<file path="config.mk">
export PLATFORM = sky130hd
export DESIGN_NAME = serial_logic_unit
export DESIGN_NICKNAME = d
export VERILOG_FILES = /design/src/rtl/logic_unit_pkg.sv /design/src/rtl/chunk_logic.sv /design/src/rtl/serial_logic_unit.sv
export SDC_FILE = /design/constraint.sdc
export NUM_CORES = 1
export LEC_CHECK = 0
export BUFFER_PORTS_ARGS = -buffer_cell sky130_fd_sc_hd__buf_4
export CAP_MARGIN = 10
export CORE_MARGIN = 1
export CORE_UTILIZATION = 29
export CTS_CLUSTER_DIAMETER = 150
export DETAILED_ROUTE_END_ITERATION = 8
export PLACE_DENSITY = 0.46
export REMOVE_ABC_BUFFERS = 1
export SLEW_MARGIN = 10
export SYNTH_ARGS = -nofsm -noshare
export SYNTH_HDL_FRONTEND = slang
export SYNTH_SLANG_ARGS = --single-unit
</file>
<file path="constraint.sdc">
create_clock -name clk -period 2.8 [get_ports clk]
set_input_delay 0 -clock clk [delete_from_list [all_inputs] [get_ports clk]]
set_output_delay 0 -clock clk [all_outputs]
set_load 0.1 [all_outputs]
</file>
<file path="src/rtl/logic_unit_pkg.sv">
// Shared encodings for the serial logic unit: operation selects and FSM states.
package logic_unit_pkg;

  localparam logic [1:0] OP_AND = 2'b00;
  localparam logic [1:0] OP_OR  = 2'b01;
  localparam logic [1:0] OP_XOR = 2'b10;
  localparam logic [1:0] OP_NOR = 2'b11;

  typedef enum logic [1:0] {
    ST_IDLE = 2'd0,
    ST_RUN  = 2'd1,
    ST_DONE = 2'd2
  } state_t;

endpackage

</file>
<file path="src/rtl/chunk_logic.sv">
// Combinational bitwise operation on one CHUNK-wide slice of the operands.
module chunk_logic
  import logic_unit_pkg::*;
#(
  parameter int CHUNK = 8
) (
  input  logic [CHUNK-1:0] a,
  input  logic [CHUNK-1:0] b,
  input  logic [1:0]       op,
  output logic [CHUNK-1:0] r
);

  always_comb begin
    r = '0;
    case (op)
      OP_AND:  r = a & b;
      OP_OR:   r = a | b;
      OP_XOR:  r = a ^ b;
      OP_NOR:  r = ~(a | b);
      default: r = '0;
    endcase
  end

endmodule

</file>
<file path="src/rtl/serial_logic_unit.sv">
// Bit-serial logic unit: applies AND/OR/XOR/NOR to latched operands one chunk
// per cycle, LSB chunk first, and holds the result until the consumer takes it.
module serial_logic_unit
  import logic_unit_pkg::*;
#(
  parameter int WIDTH = 32,
  parameter int CHUNK = 8
) (
  input  logic             clk,
  input  logic             reset,
  input  logic             in_valid,
  output logic             in_ready,
  input  logic [1:0]       op,
  input  logic [WIDTH-1:0] A,
  input  logic [WIDTH-1:0] B,
  output logic             out_valid,
  input  logic             out_ready,
  output logic [WIDTH-1:0] R,
  output logic             zero
);

  localparam int K  = WIDTH / CHUNK;
  localparam int CW = (K > 1) ? $clog2(K) : 1;
  localparam logic [CW-1:0] LAST = CW'(K - 1);

  state_t           state;
  logic [CW-1:0]    cnt;
  logic [WIDTH-1:0] a_q;
  logic [WIDTH-1:0] b_q;
  logic [WIDTH-1:0] res;
  logic [1:0]       op_q;
  logic [CHUNK-1:0] chunk_a;
  logic [CHUNK-1:0] chunk_b;
  logic [CHUNK-1:0] chunk_r;

  assign chunk_a = a_q[cnt*CHUNK +: CHUNK];
  assign chunk_b = b_q[cnt*CHUNK +: CHUNK];

  chunk_logic #(.CHUNK(CHUNK)) u_chunk (
    .a  (chunk_a),
    .b  (chunk_b),
    .op (op_q),
    .r  (chunk_r)
  );

  // Counter wraps to 0 on the last chunk so it never exceeds K-1, even when K
  // is not a power of two.
  always_ff @(posedge clk) begin
    if (reset) begin
      state     <= ST_IDLE;
      cnt       <= '0;
      a_q       <= '0;
      b_q       <= '0;
      op_q      <= '0;
      res       <= '0;
      in_ready  <= 1'b1;
      out_valid <= 1'b0;
    end else begin
      case (state)
        ST_IDLE: begin
          if (in_valid) begin
            a_q      <= A;
            b_q      <= B;
            op_q     <= op;
            cnt      <= '0;
            in_ready <= 1'b0;
            state    <= ST_RUN;
          end
        end
        ST_RUN: begin
          res[cnt*CHUNK +: CHUNK] <= chunk_r;
          if (cnt == LAST) begin
            cnt       <= '0;
            out_valid <= 1'b1;
            state     <= ST_DONE;
          end else begin
            cnt <= cnt + 1'b1;
          end
        end
        ST_DONE: begin
          if (out_ready) begin
            out_valid <= 1'b0;
            in_ready  <= 1'b1;
            state     <= ST_IDLE;
          end
        end
        default: begin
          state     <= ST_IDLE;
          in_ready  <= 1'b1;
          out_valid <= 1'b0;
        end
      endcase
    end
  end

  assign R    = res;
  assign zero = ~|res;

endmodule

</file>
==> results of run 1 <==
power groups by stage:
| stage | Clock [mW] | Sequential (mW) | Combinational, mW |
|---|---|---|---|
| after floorplan | 0 | 1.65 | 0.262 |
| after global placement | 0 | 1.62 | 0.484 |
| after detailed placement | 0 | 1.62 | 0.492 |
| after CTS | 1.34 | 1.59 | 0.568 |
| after global routing | 1.38 | 1.60 | 0.618 |
| final | 1.30 | 1.59 | 0.559 |
worst reg2reg max path, cell delays in order, from the launching register on:
cell and delay, ps:
sky130_fd_sc_hd__dfxtp_2 370, sky130_fd_sc_hd__buf_12 220, sky130_fd_sc_hd__mux4_2 560, sky130_fd_sc_hd__inv_1 70, sky130_fd_sc_hd__ha_1 220, sky130_fd_sc_hd__mux2_2 260, sky130_fd_sc_hd__a21oi_1 380, sky130_fd_sc_hd__o21ai_0 160
cell usage in the layout, fill, tap and decap left out, types with 2 or more instances in the layout:
| cell type | n |
|---|---|
| sky130_fd_sc_hd__clkinv_4 | 2 |
| sky130_fd_sc_hd__mux4_2 | 16 |
| sky130_fd_sc_hd__a21oi_1 | 82 |
| sky130_fd_sc_hd__clkbuf_16 | 9 |
| sky130_fd_sc_hd__nor3b_2 | 2 |
| sky130_fd_sc_hd__buf_4 | 107 |
| sky130_fd_sc_hd__nand4_1 | 4 |
| sky130_fd_sc_hd__mux2_2 | 6 |
| sky130_fd_sc_hd__nor2b_1 | 5 |
| sky130_fd_sc_hd__inv_6 | 2 |
| sky130_fd_sc_hd__a22oi_1 | 2 |
| sky130_fd_sc_hd__nor3_1 | 2 |
| sky130_fd_sc_hd__a22o_1 | 8 |
| sky130_fd_sc_hd__buf_12 | 2 |
| sky130_fd_sc_hd__nor4_1 | 8 |
| sky130_fd_sc_hd__nor2_1 | 16 |
| sky130_fd_sc_hd__o21ai_0 | 24 |
| sky130_fd_sc_hd__nand2_1 | 159 |
| sky130_fd_sc_hd__a211oi_1 | 7 |
| sky130_fd_sc_hd__clkinvlp_4 | 2 |
| sky130_fd_sc_hd__dlygate4sd3_1 | 68 |
| sky130_fd_sc_hd__ha_1 | 22 |
| sky130_fd_sc_hd__o21bai_1 | 4 |
| sky130_fd_sc_hd__inv_1 | 20 |
| sky130_fd_sc_hd__dfxtp_1 | 103 |
sequential cells by signal, indices dropped and copies added (netlist names):
signal / flops
R: 32
a_q: 32
b_q: 32
cnt: 2
op_q: 2
state: 2
in_ready: 1
out_valid: 1
worst paths after layout:
| kind | endpoint | slack, ps | cells past startpoint |
|---|---|---|---|
| min | out_valid$_SDFFE_PP0P_ | 20 | 2 |
| min reg2reg | a_q[21]$_SDFFE_PP0P_ | 450 | 2 |
| max reg2reg | R[14]$_SDFFE_PP0P_ | 430 | 7 |
| max | R[14]$_SDFFE_PP0P_ | 430 | 7 |
cell families after synthesis:
logic type | Yosys count
and+or+nand+nor | 205
AOI/OAI and AO/OA | 127
DFF | 104
buffers and inverters | 52
muxes | 22
adders and majority gates | 22
cell type report:
class | count | share of cell area (%)
Timing Repair Buffer | 177 | 23.3
Sequential cell | 104 | 31.8
Clock inverter | 7 | 1.22
Inverter | 20 | 1.15
Clock buffer | 9 | 3.44
Multi-Input combinational cell | 376 | 35.1
Tap cell | 211 | 4.03
per-layer routing:
metal	global-route usage [%]	routed length [um]	share of wire [%]	vias up
met1	19.9	5860	46	1951
li1	-	-	-	2123
met4	6.37	185	1.4	0
met2	27.6	6160	48	87
met3	3.01	570	4.5	13
met5	0	0	0	-
metrics by stage:
| step | total power, mW | instance area [sq um] | std cells | hold slack (ps) | utilization, % |
|---|---|---|---|---|---|
| 6_report | 3.45 | 6550 | 904 | 24.7 | 42.6 |
| 5_1_grt | 3.59 | 6550 | 904 | 16.9 | 42.6 |
| 4_1_cts | 3.49 | 6550 | 904 | 10.4 | 42.6 |
| 3_3_place_gp | 2.11 | 5560 | 820 | 252 | 36.2 |
| 3_5_place_dp | 2.11 | 5560 | 820 | 256 | 36.2 |
| 2_1_floorplan | 1.91 | 4450 | 500 | 69.1 | - |
==> results.md, run 1 <==
- Simple logic cell fraction of the synthesized area: between 10% and 20%
- Worst min-delay path class: in2reg
- Initial antenna violation count: 0
- Predominant post-synthesis flop cell: sky130_fd_sc_hd__dfxtp_1
- Hold Buf Count CTS: 68
- Register Area: 2080 sq um
- Status: finished, final reports clean
- Synthesis-to-finish area growth: 41.6%
- Clock root buffer: sky130_fd_sc_hd__clkbuf_16
- Buffers and inverters on the worst path: 2
- Worst Tran Pin Value: 766 ps
- Area occupied by multi-input gates: roughly 2300 sq um
- Required time worst endpoint: 3020 ps
- Launch point of the worst hold path: reset
- Setup repair after global routing missed its margin: false
- Seq pwr share: a little under half
- Fillers: between 1.5k and 2k
- Synthesized area per cell: between 8 and 9 sq um
- Initial DRC Count: 184
- Vias in the first global route: 4060
- TritonCTS buffer count: 9
- Share of total power in the clock network: 37.7%
- Leak Pwr: between 2 and 3 nW
- Delay contributed by the slowest stage of the critical path: ~550 ps
- Launching point of the worst reg2reg path: cnt[0]$_SDFFE_PP0P_
- Final worst clock skew: 7.42 ps
- Category of the worst setup path capture point: flip-flop
- Mux share of post-synthesis cell area: 9.25%
- Die width: 128 um
- Io pins: 105
- Internal portion of total power: 2.52 mW
- Number of rows created at floorplan: 45
- Fraction of layout cells with a size suffix above 1: 22.4%
- Sw Ratio: a little over a quarter
- Top post-synthesis cells by area: sky130_fd_sc_hd__dfxtp_1 (45%), sky130_fd_sc_hd__nand2_1 (13%), sky130_fd_sc_hd__a21oi_1 (8.9%), sky130_fd_sc_hd__mux4_2 (7.8%), sky130_fd_sc_hd__ha_1 (6.0%)
- GPL Wtd Cong: 0.786
- Gates resized, CTS repair: 0
- Area of the placeable core: roughly 15000 sq um
- Wire length of the first global-routing pass: 20300 um
- Xor/xnor cell area share of the yosys netlist: 0%
- Synth Area in Compound Gates: 15.1%
- CP delay by family, top: multiplexers
- Main combinational cell family by area after synthesis: simple AND/OR/NAND/NOR gates
- Unique masters post-synth: 33
- Setup bufs post-CTS: 0
- Endpoints failing hold: 0
- Number of remaining DRC errors: 0
- Gate count after technology mapping: 532
- Time the final worst path needs with I/O delays and setup: ~2400 ps
- Series of cell instances along the critical path: buf_12, mux4_2, inv_1, ha_1, mux2_2, a21oi_1, o21ai_0
- Share of Yosys cell area claimed by the top area cell type: a little under half
- Pre-antenna DRT Iters: 4
- Number of port buffers: 104
- Combinational fraction of design power: 16.2%
- Power density over the cells: 527 nW/um^2
- Sum of overflow across all layers after global routing: 0
- Period Utilization, post-route: a little over four fifths
- Number of flops mapped to enable cells by yosys: 0
- Maximum VDD drop: approximately 0.00030 V
- Library cell contributing the largest single delay on the critical path: sky130_fd_sc_hd__mux4_2
- H-tree depth reported by CTS: 3
- Final routed wirelength across all metal layers: around 13000 um
- Setup WS pre-CTS: 386 ps
- Relative slew slack: 49.0%
- Max capacitance violation total: 0
- Sequential fraction of the synthesis area: 45.0%
- Combined area of all synthesized cells: 4630 sq um
- Post-Route Setup TNS: 0 ps
- Most repeated cell in the gate-level netlist after synthesis: sky130_fd_sc_hd__nand2_1
- GRT Total Usage: 16.1%
- Worst-Skew Late Latency: around 360 ps
- Vias: 4174
- Count of final setup violators: 0
- Crit path from: cnt[0]$_SDFFE_PP0P_
- Clock transition at path regs: 70 ps
- Switching power: 0.931 mW
- Critical Path Source Type: flip-flop
- Pin count of the biggest net entering global routing: 67
- Share of async-settable or async-resettable flops after synthesis: 0%
- Number of nets in the layout: 780
- Detail-routed net length per standard cell: 14.1 um
- Area enclosed by the die boundary: 16500 sq um
- Post-synthesis adder-cell area fraction: under 10%
- Initial cell density of the core: 30.1%
- Maximum clock frequency: 421 MHz
- Antenna cells: 0
- Worst setup slack after layout: 427 ps
- Largest fanout on the critical path: 23
- Count of nets left with antenna violations after detail routing: 0
- Mean number of vias per cell: 4.62
- Number of buffers on the longest clock path: 2
- Die extent in y: 128 um
- Total number of clock tree sinks: 104
- Path type of the worst setup path: reg2reg
- Critical path data arrival time: 2590 ps
- Final max-slew violation count: 0
- CTS tree: built
- Register bit total from synthesis: 104
- Count of synthesis-stage warnings from yosys: 0
- Cell type with the highest aggregate area in the netlist: sky130_fd_sc_hd__dfxtp_1
- Post-DP HPWL: 8920 um
- Top post-synthesis cells by count: sky130_fd_sc_hd__nand2_1 (159), sky130_fd_sc_hd__dfxtp_1 (104), sky130_fd_sc_hd__a21oi_1 (82)
(Power assumes the default switching activity.)
==> run 2, diff against run 1 <==
Settings changed: PLACE_DENSITY 0.46 to 0.48.
Clock period 2.8 ns to 2 ns, I/O delays scaled along.
==> run 2 against run 1 <==
Against the previous run:
- the run now ends with setup timing left
- combinational power up 71%
- die area unchanged
- first-iteration DRC count up 23%
- power up 45%
- critical endpoint is now R[8]$_SDFFE_PP0P_
==> results.md, run 2 (synthesis results as in run 1) <==
- Status: complete, but fails checks
- Failing checks: setup timing
- Delay contributed by the slowest stage of the critical path: 520 ps (-30 ps)
- Area enclosed by the die boundary: 16500 sq um (unchanged)
- Area of the placeable core: 15400 sq um (unchanged)
- Top routing layer used: met4
- Initial cell density of the core: 30.1% (unchanged)
- Worst Tran Pin Value: 968 ps (+202 ps)
- Most common cell after layout, fill and taps aside: sky130_fd_sc_hd__nand2_1
- Library cell contributing the largest single delay on the critical path: sky130_fd_sc_hd__mux4_2
- Die extent in y: 128 um (unchanged)
- Endpoint of the worst register-to-register path: R[8]$_SDFFE_PP0P_
- Launch point of the worst hold path: out_ready
- Final max-slew violation count: 0 (unchanged)
- Final worst clock skew: 9.34 ps (+1.93 ps)
- Total number of clock tree sinks: 104 (unchanged)
- Relative slew slack: 35.4% (-14 points)
- Register Area: 2090 sq um (+0.12%)
- Category of the worst setup path capture point: flip-flop
- H-tree depth reported by CTS: 3 (unchanged)
- Maximum VDD drop: 0.000453 V (+52%)
- Period Utilization, post-route: 104% (+19 points)
- Area occupied by multi-input gates: 2540 sq um (+11%)
- Vias: 4226 (+1.2%)
- Number of port buffers: 104 (unchanged)
- Die width: 128 um (unchanged)
- Hold slack: 14.0 ps (-10.7 ps)
- Final routed wirelength across all metal layers: 12600 um (-1.6%)
- Count of final setup violators: 24 (+24)
- Path type of the worst setup path: reg2reg
- Worst-Skew Late Latency: 350 ps (about the same)
- Post-route met1 wirelength: 6040 um (+3.1%)
- Post-Route Setup TNS: -1110 ps (-1110 ps)
- Maximum clock frequency: 483 MHz (+14%)
- Buffers and inverters on the worst path: 3 (+1)
- Routed wire length on met3: 509 um (-11%)
- Worst setup slack after layout: -72.4 ps (-500 ps)
- Time the final worst path needs with I/O delays and setup: 2070 ps (-300 ps)
- Setup slack, reg-to-reg: -70 ps (-500 ps)
- Io pins: 105 (unchanged)
- Power density over the cells: 711 nW/um^2 (+35%)
- Fillers: 1525 (-0.85%)
- Leak Pwr: 2.83 nW (+7.2%)
- GRT Total Usage: 15.8% (-0.33 points)
- Hold worst-path end: out_valid$_SDFFE_PP0P_
- Layout Utilization: 45.8% (+3.2 points)
- Initial DRC Count: 227 (+23%)
- Antenna cells: 0 (unchanged)
- Vias in the first global route: 4207 (+3.6%)
- Depth of the worst register-to-register path: 8 (+1)
- Synthesis-to-finish area growth: 52.3%
- Initial antenna violation count: 0 (unchanged)
- Clock transition at path regs: 80 ps (about the same)
- Worst min-delay path class: in2reg
- Number of remaining DRC errors: 0 (unchanged)
- Count of cells along the worst hold path: 4 (+2)
- Wire length of the first global-routing pass: 20400 um (+0.61%)
- Sum of overflow across all layers after global routing: 0 (unchanged)
- Critical Path Source Type: flip-flop
- Clock root buffer: sky130_fd_sc_hd__clkbuf_16
- Post-DP HPWL: 8910 um (about the same)
- Largest fanout on the critical path: 5 (-78%)
- Endpoints failing hold: 0 (unchanged)
- Critical path data arrival time: 2310 ps (-280 ps)
- Pre-antenna DRT Iters: 4 (unchanged)
- TritonCTS buffer count: 9 (unchanged)
- Number of rows created at floorplan: 45 (unchanged)
- Detail-routed net length per standard cell: 13.5 um (-4.2%)
- Max capacitance violation total: 0 (unchanged)
- Required time worst endpoint: 2240 ps (-780 ps)
- Routed length on met2: 5920 um (-4.0%)
- Count of nets left with antenna violations after detail routing: 0 (unchanged)
- Series of cell instances along the critical path: buf_12, mux4_2, inv_2, ha_4, mux2_4, a21oi_2, buf_6, o21ai_0
- Setup repair after global routing missed its margin: true
- CTS tree: built
- Fraction of layout cells with a size suffix above 1: 31.8% (+9.4 points)
- Number of buffers on the longest clock path: 2 (unchanged)
- CP delay by family, top: multiplexers
- Mean number of vias per cell: 4.55 (-1.5%)
- Pin count of the biggest net entering global routing: 73 (+9.0%)
- Top library cells by usage in the layout, fill and taps aside: sky130_fd_sc_hd__nand2_1 (158), sky130_fd_sc_hd__buf_4 (123), sky130_fd_sc_hd__dfxtp_1 (103)
- GPL Wtd Cong: 0.782 (-0.52%)
- Number of nets in the layout: 805 (+3.2%)
- Launching point of the worst reg2reg path: cnt[0]$_SDFFE_PP0P_
-- run 2: metrics by stage --
| stage | worst slack (ps) | std cells | total power [mW] | area [sq um] |
|---|---|---|---|---|
| 2_1_floorplan | -611 | 500 | 2.68 | 4450 |
| 3_3_place_gp | -176 | 839 | 2.99 | 5730 |
| 3_5_place_dp | -190 | 839 | 3.01 | 5730 |
| 4_1_cts | -89.2 | 929 | 5.03 | 6950 |
| 5_1_grt | -138 | 929 | 5.27 | 7050 |
| 6_report | -72.4 | 929 | 5.01 | 7050 |
-- run 2: area by class of cell --
class                      count  share of cell area (%)
tap                          211                    3.75
multi-input combinational    376                    36.0
clock inverter                 7                    1.21
inverter                      20                    1.07
clock buffer                   9                    3.20
sequential                   104                    29.6
timing repair buffer         202                    25.2
-- run 2: tightest hold or removal path, cell delays in order --
cell and delay (ps):
sky130_fd_sc_hd__buf_4 80, sky130_fd_sc_hd__nor2_1 50, sky130_fd_sc_hd__a21oi_1 140, sky130_fd_sc_hd__nor2_1 40
-- run 2: how the worst max path moves through the flow --
stage	start	endpoint	slack, ps	depth (start not counted)
2_1_floorplan	cnt[0]$_SDFFE_PP0P_	R[14]$_SDFFE_PP0P_	-610	6
3_3_place_gp	cnt[0]$_SDFFE_PP0P_	R[17]$_SDFFE_PP0P_	-180	7
3_5_place_dp	cnt[0]$_SDFFE_PP0P_	R[9]$_SDFFE_PP0P_	-190	7
4_1_cts	cnt[0]$_SDFFE_PP0P_	R[0]$_SDFFE_PP0P_	-90	8
5_1_grt	cnt[0]$_SDFFE_PP0P_	R[14]$_SDFFE_PP0P_	-140	8
6_report	cnt[0]$_SDFFE_PP0P_	R[8]$_SDFFE_PP0P_	-70	8
-- run 2: routing by layer --
layer,up-vias,track usage [%]
li1,2167,-
met1,1965,21.0
met2,88,26.1
met3,6,3.09
met4,0,3.94
met5,-,0
-- run 2: timing repair --
action,in CTS,in global routing
hold buffers,67,0
hold endpoints to repair,67,0
cloned,1,0
buffers inserted,6,1
pin swaps,23,15
endpoints found under the setup margin,32,32
gates resized for setup,54,31
-- run 2: power breakdown --
| group | internal [mW] | switching (mW) | leakage (nW) |
|---|---|---|---|
| combinational | 0.486 | 0.470 | 1.83 |
| sequential | 2.16 | 0.0611 | 0.850 |
| clock | 0.998 | 0.833 | 0.153 |
| total | 3.64 | 1.36 | 2.83 |
==> run 3, diff against run 2 <==
Settings changed: BUFFER_PORTS_ARGS -buffer_cell sky130_fd_sc_hd__buf_4 to not set, DONT_BUFFER_PORTS set to 1, PLACE_DENSITY 0.48 to 0.42.
==> run 3 against run 2 <==
Against the previous run:
- the run still ends with setup timing left
- flip-flop and latch count unchanged
- via count decreased by 4.0%
- clock power increased by 19%
- wire length increased by 1.2%
- worst setup slack got worse by 9.6 ps
- combinational power decreased by 5.3%
- clock skew decreased by 0.79 ps
- fmax decreased by 0.46%
- final cell count decreased by 6.7%
- power increased by 5.9%
- critical path type unchanged
==> results.md, run 3 (synthesis results as in run 1) <==
- Initial cell density of the core: 30.1% (unchanged)
- Worst-Skew Late Latency: 350 ps (about the same)
- Hold worst-path end: cnt[0]$_SDFFE_PP0P_
- Fillers: 1527 (+0.13%)
- TritonCTS buffer count: 9 (unchanged)
- Wire length of the first global-routing pass: 20200 um (-0.95%)
- Final routed wirelength across all metal layers: 12700 um (+1.2%)
- Required time worst endpoint: 2250 ps (about the same)
- Top library cells by usage in the layout, fill and taps aside: sky130_fd_sc_hd__nand2_1 (159), sky130_fd_sc_hd__dfxtp_1 (103), sky130_fd_sc_hd__a21oi_1 (74)
- Endpoint of the worst register-to-register path: R[16]$_SDFFE_PP0P_
- Cell total after placement: 773 (-7.9%)
- Worst setup slack after layout: -82.1 ps (-9.64 ps)
- Vias: 4059 (-4.0%)
- Layout Cell Area excl Fill: 6700 sq um (-4.9%)
- Fraction of layout cells with a size suffix above 1: 25.9% (-5.8 points)
- Routed wire length on met3: 478 um (-6.1%)
- Pin count of the biggest net entering global routing: 78 (+6.8%)
- Number of nets in the layout: 743 (-7.7%)
- Setup slack, reg-to-reg: -80 ps (about the same)
- Largest fanout on the critical path: 6 (+1)
- Count of nets left with antenna violations after detail routing: 0 (unchanged)
- Sum of overflow across all layers after global routing: 0 (unchanged)
- Initial antenna violation count: 0 (unchanged)
- Critical Path Source Type: flip-flop
- Maximum clock frequency: 480 MHz (-0.46%)
- Most common cell after layout, fill and taps aside: sky130_fd_sc_hd__nand2_1
- Number of port buffers: 0 (-100%)
- Mean number of vias per cell: 4.68 (+2.9%)
- Top routing layer used: met4
- GPL Wtd Cong: 0.749 (-4.2%)
- Layout Utilization: 43.6% (-2.2 points)
- Post-route met1 wirelength: 5800 um (-3.9%)
- Antenna cells: 0 (unchanged)
- Number of remaining DRC errors: 0 (unchanged)
- Post-DP HPWL: 8650 um (-3.0%)
- Pre-antenna DRT Iters: 4 (unchanged)
- Launching point of the worst reg2reg path: cnt[0]$_SDFFE_PP0P_
- Critical path data arrival time: 2330 ps (+20 ps)
- Worst Tran Pin Value: 499 ps (-469 ps)
- Clock root buffer: sky130_fd_sc_hd__clkbuf_16
- Area of the placeable core: 15400 sq um (unchanged)
- Vias in the first global route: 3825 (-9.1%)
- Relative slew slack: 66.7% (+31 points)
- Count of cells along the worst hold path: 2 (-2)
- Maximum VDD drop: 0.000394 V (-13%)
- Max capacitance violation total: 0 (unchanged)
- GRT Total Usage: 16.1% (+0.34 points)
- H-tree depth reported by CTS: 3 (unchanged)
- Io pins: 105 (unchanged)
- Number of rows created at floorplan: 45 (unchanged)
- Path type of the worst setup path: reg2reg
- Failing checks: setup timing
- Leak Pwr: 2.59 nW (-8.6%)
- Die extent in y: 128 um (unchanged)
- Count of final setup violators: 28 (+17%)
- Cell area reported after detailed placement: 5250 sq um (-8.4%)
- Endpoints failing hold: 0 (unchanged)
- Worst min-delay path class: in2reg
- Number of buffers on the longest clock path: 2 (unchanged)
- Final max-slew violation count: 0 (unchanged)
- Setup WS pre-CTS: -335 ps (-145 ps)
- Synthesis-to-finish area growth: 44.9%
- Status: complete, but fails checks
- Total number of clock tree sinks: 104 (unchanged)
- Depth of the worst register-to-register path: 8 (unchanged)
- Category of the worst setup path capture point: flip-flop
- Final non-filler cell total: 867 (-6.7%)
- Setup repair after global routing missed its margin: true
- Initial DRC Count: 224 (-1.3%)
- Final worst clock skew: 8.55 ps (-0.790 ps)
- Detail-routed net length per standard cell: 14.7 um (+8.4%)
- Die width: 128 um (unchanged)
- Time the final worst path needs with I/O delays and setup: 2080 ps (+9.64 ps)
- Power density over the cells: 792 nW/um^2 (+11%)
- Period Utilization, post-route: 104% (+0.48 points)
- Launch point of the worst hold path: reset
- Clock transition at path regs: 80 ps (about the same)
- Area enclosed by the die boundary: 16500 sq um (unchanged)
- Routed length on met2: 6200 um (+4.8%)
- CTS tree: built
## run 3: cell types whose count changed in the layout (fill, tap and decap cells not counted), moves of 2 or more
cell	before	now
sky130_fd_sc_hd__inv_1	8	5
sky130_fd_sc_hd__bufinv_16	1	4
sky130_fd_sc_hd__inv_6	3	0
sky130_fd_sc_hd__nor2b_2	0	2
sky130_fd_sc_hd__buf_6	7	9
sky130_fd_sc_hd__dlygate4sd3_1	67	69
sky130_fd_sc_hd__buf_4	123	55
sky130_fd_sc_hd__o21ai_2	8	14
sky130_fd_sc_hd__inv_2	12	15
sky130_fd_sc_hd__o21ai_0	5	0
sky130_fd_sc_hd__buf_16	0	2
## run 3: worst max path at each step
stage | slack [ps] | depth (start not counted) | end | startpoint
5_1_grt | -170 | 8 | R[12]$_SDFFE_PP0P_ | cnt[0]$_SDFFE_PP0P_
3_5_place_dp | -330 | 7 | R[1]$_SDFFE_PP0P_ | cnt[0]$_SDFFE_PP0P_
3_3_place_gp | -310 | 7 | R[9]$_SDFFE_PP0P_ | cnt[0]$_SDFFE_PP0P_
2_1_floorplan | -610 | 6 | R[14]$_SDFFE_PP0P_ | cnt[0]$_SDFFE_PP0P_
4_1_cts | -130 | 9 | R[4]$_SDFFE_PP0P_ | cnt[0]$_SDFFE_PP0P_
6_report | -80 | 8 | R[16]$_SDFFE_PP0P_ | cnt[0]$_SDFFE_PP0P_
## run 3: through the flow
stage	TNS [ps]	hold slack, ps	total power [mW]
final	-1850	15.5	5.31
after global routing	-4090	15.6	5.56
after CTS	-2630	6.16	5.32
after detailed placement	-4560	79.9	2.91
after global placement	-3710	78.7	2.89
after floorplan	-24350	69.1	2.68
## run 3: where the power goes
part           switching [mW]  internal (mW)
combinational           0.472          0.433
sequential             0.0571           2.16
clock                   0.820           1.36
total                    1.35           3.96
## run 3: area by class of cell
type	count	area (sq um)	area share, %
Clock buffer	10	229	3.42
Clock inverter	6	140	2.09
Tap cell	211	264	3.94
Multi-Input combinational cell	376	2550	38.0
Sequential cell	104	2090	31.1
Inverter	20	75.1	1.12
Timing Repair Buffer	140	1360	20.3
## run 3: metal layers
layer / up-vias / GRT usage, %
met5: - / 0
met4: 0 / 6.51
met3: 14 / 3.34
met2: 81 / 27.6
met1: 1910 / 19.7
li1: 2054 / -
## run 3: what timing repair did
item,in CTS,in global routing
cloned,1,0
hold buffers,69,1
setup buffers,4,3
endpoints found under the setup margin,32,32
pin swaps,20,28
gates resized for setup,57,41
endpoints found under the hold margin,90,6
## run 3: critical path, stage by stage (launching register included)
cell	delay, ps
sky130_fd_sc_hd__dfxtp_4	420
sky130_fd_sc_hd__buf_12	150
sky130_fd_sc_hd__mux4_2	530
sky130_fd_sc_hd__inv_2	100
sky130_fd_sc_hd__ha_4	190
sky130_fd_sc_hd__mux2_4	260
sky130_fd_sc_hd__a21oi_2	140
sky130_fd_sc_hd__buf_6	130
sky130_fd_sc_hd__o21ai_1	60
